--- config.mk ---
export PLATFORM = sky130hd
export DESIGN_NAME = calc_issue_unit
export DESIGN_NICKNAME = d
export VERILOG_FILES = /design/src/rtl/calc_issue_unit.sv
export SDC_FILE = /design/constraint.sdc
export NUM_CORES = 1
export LEC_CHECK = 0
export CAP_MARGIN = 30
export CORE_MARGIN = 1.5
export CORE_UTILIZATION = 40
export CTS_CLUSTER_SIZE = 14
export DETAILED_ROUTE_END_ITERATION = 10
export GPL_TIMING_DRIVEN = 0
export SLEW_MARGIN = 30
export SYNTH_ARGS = -nofsm -noshare
export SYNTH_HDL_FRONTEND = slang
export SYNTH_SLANG_ARGS = --single-unit
--- constraint.sdc ---
create_clock -name clk -period 8.19 [get_ports clk]
set_clock_uncertainty 0.15 [all_clocks]
set_input_delay 0.819 -clock clk [delete_from_list [all_inputs] [get_ports clk]]
set_output_delay 0.819 -clock clk [all_outputs]
set_load 0.005 [all_outputs]
--- src/rtl/calc_issue_unit.sv ---
// Front end for a fixed-latency 8x8->16 calculator core. Commands are queued, issued under
// credit control, and their results are returned in order with the tag and a div-by-zero flag.
module calc_issue_unit #(
    parameter int LATENCY   = 2,
    parameter int CMD_DEPTH = 4,
    parameter int RES_DEPTH = 4,
    parameter int TAG_W     = 4
) (
    input  logic             clk,
    input  logic             rst,
    input  logic             cmd_valid,
    output logic             cmd_ready,
    input  logic [1:0]       cmd_func,
    input  logic [7:0]       cmd_a,
    input  logic [7:0]       cmd_b,
    input  logic [TAG_W-1:0] cmd_tag,
    output logic [1:0]       calc_func,
    output logic [7:0]       calc_a,
    output logic [7:0]       calc_b,
    input  logic [15:0]      calc_out,
    output logic             res_valid,
    input  logic             res_ready,
    output logic [15:0]      res_data,
    output logic [TAG_W-1:0] res_tag,
    output logic             res_div0,
    output logic             busy
);
    localparam int CP_W = $clog2(CMD_DEPTH);
    localparam int RI_W = (RES_DEPTH > 1) ? $clog2(RES_DEPTH) : 1;
    localparam int RC_W = $clog2(RES_DEPTH + 1);
    localparam int IF_W = $clog2(LATENCY + 2);
    localparam int CR_W = $clog2(LATENCY + RES_DEPTH + 3);

    typedef struct packed {
        logic [1:0]       func;
        logic [7:0]       a;
        logic [7:0]       b;
        logic [TAG_W-1:0] tag;
        logic             div0;
    } cmd_t;

    typedef struct packed {
        logic             valid;
        logic [TAG_W-1:0] tag;
        logic             div0;
    } token_t;

    typedef struct packed {
        logic [15:0]      data;
        logic [TAG_W-1:0] tag;
        logic             div0;
    } res_t;

    cmd_t            cmd_mem [CMD_DEPTH];
    logic [CP_W:0]   cmd_wr, cmd_rd, cmd_wr_next, cmd_rd_next;
    cmd_t            cmd_head;
    logic            cmd_empty, cmd_full_next, push, issue;

    token_t          pipe [LATENCY+1];
    logic            capture;
    logic [IF_W-1:0] inflight;
    logic [CR_W-1:0] credit_used;

    res_t            res_mem [RES_DEPTH];
    logic [RI_W-1:0] res_wr, res_rd;
    logic [RC_W-1:0] res_count;
    logic            pop;
    res_t            res_head;

    function automatic logic [RI_W-1:0] res_inc(input logic [RI_W-1:0] p);
        return (p == RI_W'(RES_DEPTH - 1)) ? '0 : p + RI_W'(1);
    endfunction

    assign push      = cmd_valid && cmd_ready;
    assign cmd_empty = (cmd_wr == cmd_rd);
    assign cmd_head  = cmd_mem[cmd_rd[CP_W-1:0]];
    assign capture   = pipe[LATENCY].valid;
    assign res_valid = (res_count != '0);
    assign pop       = res_valid && res_ready;
    assign res_head  = res_mem[res_rd];

    always_comb begin
        // NOTE: the default comes first so every path assigns and no latch is inferred.
        inflight = '0;
        for (int i = 0; i <= LATENCY; i++) begin
            inflight = inflight + IF_W'(pipe[i].valid);
        end
    end

    // A result leaving at this edge frees its slot now, so a full stream needs no bubble.
    assign credit_used = CR_W'(inflight) + CR_W'(res_count) - CR_W'(pop);
    assign issue       = !cmd_empty && (credit_used < CR_W'(RES_DEPTH));

    assign cmd_wr_next   = cmd_wr + (CP_W + 1)'(push);
    assign cmd_rd_next   = cmd_rd + (CP_W + 1)'(issue);
    assign cmd_full_next = (cmd_wr_next[CP_W] != cmd_rd_next[CP_W]) &&
                           (cmd_wr_next[CP_W-1:0] == cmd_rd_next[CP_W-1:0]);

    assign busy     = !cmd_empty || (inflight != '0) || res_valid;
    assign res_data = res_valid ? res_head.data : '0;
    assign res_tag  = res_valid ? res_head.tag  : '0;
    assign res_div0 = res_valid ? res_head.div0 : 1'b0;

    always_ff @(posedge clk) begin
        // NOTE: non-blocking assignments so every register samples pre-edge values.
        if (rst) begin
            cmd_wr    <= '0;
            cmd_rd    <= '0;
            cmd_ready <= 1'b0;
            calc_func <= '0;
            calc_a    <= '0;
            calc_b    <= '0;
            for (int i = 0; i <= LATENCY; i++) begin
                pipe[i] <= '0;
            end
            res_wr    <= '0;
            res_rd    <= '0;
            res_count <= '0;
        end else begin
            cmd_wr    <= cmd_wr_next;
            cmd_rd    <= cmd_rd_next;
            cmd_ready <= !cmd_full_next;
            if (issue) begin
                calc_func <= cmd_head.func;
                calc_a    <= cmd_head.a;
                calc_b    <= cmd_head.b;
            end
            pipe[0] <= token_t'{valid: issue, tag: cmd_head.tag, div0: cmd_head.div0};
            for (int i = 1; i <= LATENCY; i++) begin
                pipe[i] <= pipe[i-1];
            end
            if (capture) res_wr <= res_inc(res_wr);
            if (pop)     res_rd <= res_inc(res_rd);
            res_count <= res_count + RC_W'(capture) - RC_W'(pop);
        end
    end

    // NOTE: storage arrays carry no reset; pointers and counts alone decide what is valid.
    always_ff @(posedge clk) begin
        if (push) begin
            cmd_mem[cmd_wr[CP_W-1:0]] <= cmd_t'{func: cmd_func, a: cmd_a, b: cmd_b, tag: cmd_tag,
                                                div0: (cmd_func == 2'b11) && (cmd_b == 8'd0)};
        end
        if (capture) begin
            res_mem[res_wr] <= res_t'{data: calc_out, tag: pipe[LATENCY].tag, div0: pipe[LATENCY].div0};
        end
    end

    // Credit gating must keep a capture from ever landing on a full result buffer.
    result_overflow: assert property (@(posedge clk) disable iff (rst)
        !(capture && !pop && (res_count == RC_W'(RES_DEPTH))));

endmodule

==> flow_summary.yaml <==
die:
  die_area_um2: 22800
  die_w_um: 151
  num_rows: 53
  initial_core_util_pct: 41.2
  coreArea_um2: 21200
  die_h_um: 151
  io_pins: 84
final_layout:
  multi_input_area_um2: 2280
  seq_area_um2: 6330
  layout-drive-gt1-share_pct: 22.7
  fillers: 1764
  n_antenna_cell: 0
  fin_area_um2: 10700
  nets: 655
  utilization_pct: 50.7
  area_delta_synth_final_pct: 22.9
worst_setup_path:
  slowest_delay_ns: 0.54
  cpMostUsedCell: "ha_1"
  critPathKind: "input pin to flop"
  required_ns: 8.38
  path_cells: "clkdlybuf4s50_1 > nand2b_1 > or2_2 > ha_1 > nand2_1 > o311a_4 > mux2i_1 > buf_4 > nor2_1 > ha_1 > ha_1 > xor2_1 > xnor2_1 > a31oi_1"
  crit_buf_inv: 2
  crit_arrival_ns: 3.85
  endpoint_kind: "flop"
  cpLargestDelayFamily: "buffers and inverters"
  slowest_stage: "clkdlybuf4s50_1"
  cp-start-kind: "input pin"
  path_max_fanout: 10
placement:
  gp_congestion: 0.750
  dpl_cell_area_um2: 10000
  hpwlAfterDp_um: 10900
  portBuffers: 82
cts:
  cts.sinks: 228
  clk_latency_ns: 0.49
  clockBufferDepth: 3
  cts_buffers: 24
  clkSlewWorstSetupHoldPaths_ns: 0.06
  cts_tree: "yes"
  htreeDepth: 1
  cts_root_buf: "clkbuf_16"
  cts_setup_buffers: 0
  post_cts_resized: 0
  cts_hold_buf: 0
global_routing:
  grt_use_total_pct: 14.6
  antenna_found_initial: 0
  first_global_vias: 4711
  grt_overflow_total: 0
  grt_pass1_wl_um: 25200
  grt_max_degree: 24
synth:
  yosys.area.top_type_share_pct: 60.4
  ys_ff_latch: 228
  synth_fp_nets: 538
  synth.area.top_cells: "edfxtp_1 (60%), dfxtp_1 (12%), mux4_2 (11%)"
  synthesis.instances: 481
  avgSynthCellArea_um2: 18.2
  synthArstFlopShare_pct: 0
  synth_top_area_cell: "edfxtp_1"
  yosys-top-cells-count: "edfxtp_1 (176), dfxtp_1 (52), mux4_2 (44), and2_1 (25), nor2b_1 (23)"
  yosysMostFrequentCell: "edfxtp_1"
  syn_area_um2: 8750
  ys.warnings.count: 0
  seq_area_frac_synth_pct: 72.3
  ys_types: 37
  synth_edf_count: 176
  yosys_most_used_dff: "edfxtp_1"
drt:
  wl_met1_um: 7060
  met2WireLength_um: 7880
  drt_first_iter_violations: 211
  highest_layer: "met4"
  dr_wl_met3_um: 601
  ant_nets: 0
  drt-total-wl_um: 15900
  drt_first_pass_iters: 4
  wire_per_inst_um: 17.9
  viasPerCell: 4.97
  drc_errors: 0
  num_vias: 4424
sta:
  worst-slew-pin-transition_ns: 0.734
  max_slew_margin_pct: 50.6
  fin_crit_sh_pct: 44.6
  slew_violations: 0
  holdWs_ns: 0.285
  hold_viol: 0
  setup_tns_ns: 0
  fin_crit_ns: 3.65
  rsz0062_at_grt: "false"
  setup_viol: 0
  clock.fmax_ghz: 0.274
status:
  status: "completed"
power:
  p_leak_nw: 3.50
  power.density_nw_per_um2: 302
  power_mw: 3.24
  peakVddDrop_mv: 0.177
hold_path:
  hold_path.class: "flop to flop"
job:
  cap_violations: 0
worst register-to-register path, cell delays in order, from the launching register on:
cell     delay [ns]
dfxtp_1        0.33
fa_1           0.44
inv_1          0.08
ha_1           0.12
inv_1          0.04
ha_1           0.28
nand2_1        0.07
o311a_4        0.39
mux2i_1        0.19
buf_4          0.22
nor2_1         0.06
ha_1           0.19
ha_1           0.19
xor2_1         0.21
xnor2_1        0.15
a31oi_1        0.12
worst paths after layout:
kind / startpoint / end / slack, ns / cells after the start
setup / recovery: res_ready / cmd_ready / 4.54 / 14
hold / removal: pipe[0][7] / pipe[0][13] / 0.29 / 1
setup reg to reg: pipe[0][17] / cmd_ready / 4.81 / 15
hold reg to reg: pipe[0][7] / pipe[0][13] / 0.29 / 1
where the power goes:
part / switching [mW] / total (mW) / internal, mW / leakage [nW]
Sequential: 0.0406 / 1.35 / 1.31 / 2.02
Clock: 0.414 / 0.983 / 0.569 / 0.354
Combinational: 0.436 / 0.910 / 0.474 / 1.12
state kept, by name (all words and copies together) (netlist names), named ones only:
signal,cells
calc_a,8
calc_b,8
calc_func,2
cmd_mem,92
cmd_rd,3
cmd_ready,1
cmd_wr,3
pipe,18
res_count,3
res_mem,84
res_rd,2
res_wr,2
per-stage QoR:
stage | instances | setup WS (ns)
floorplan | 481 | 4.90
global placement | 838 | 3.01
detailed placement | 847 | 4.03
CTS | 891 | 4.53
global route | 891 | 4.34
finish | 891 | 4.54
area by class of cell:
type / instances / share of cell area (%)
clock buffers: 33 / 6.19
well taps: 275 / 3.20
flip-flops and latches: 228 / 58.9
multi-input cells: 217 / 21.2
plain buffers: 26 / 1.15
repair buffers: 91 / 8.47
inverters: 10 / 0.349
clock inverters: 11 / 0.559
layer usage:
metal / global-route usage (%) / vias up
li1: - / 2080
met1: 19.2 / 2213
met2: 25.1 / 94
met3: 2.23 / 37
met4: 4.22 / 0
met5: 0 / -
placed cells by master (no fill, tap or decap), drive strengths merged, types with 10 or more instances in the layout:
| cell type | count |
|---|---|
| o21ai | 18 |
| clkinv | 10 |
| nor2b | 23 |
| dfxtp | 52 |
| ha | 13 |
| a21oi | 21 |
| inv | 10 |
| and2 | 25 |
| nor2 | 13 |
| clkdlybuf4s50 | 82 |
| buf | 21 |
| clkbuf | 47 |
| xnor2 | 11 |
| edfxtp | 176 |
| mux4 | 44 |
| nand3 | 21 |
cell families (layout without fill, tap and decap cells):
kind of cell / after synthesis / in the layout / share of synthesized area [%]
fa+ha+maj: 15 / 15 / 2.32
buf+inv: 36 / 171 / 1.85
mux: 48 / 48 / 11.8
flops: 228 / 228 / 72.3
xor+xnor: 12 / 12 / 1.20
simple gates: 101 / 101 / 7.11
compound gates: 41 / 41 / 3.36
Power figures use the tool's default switching activity.
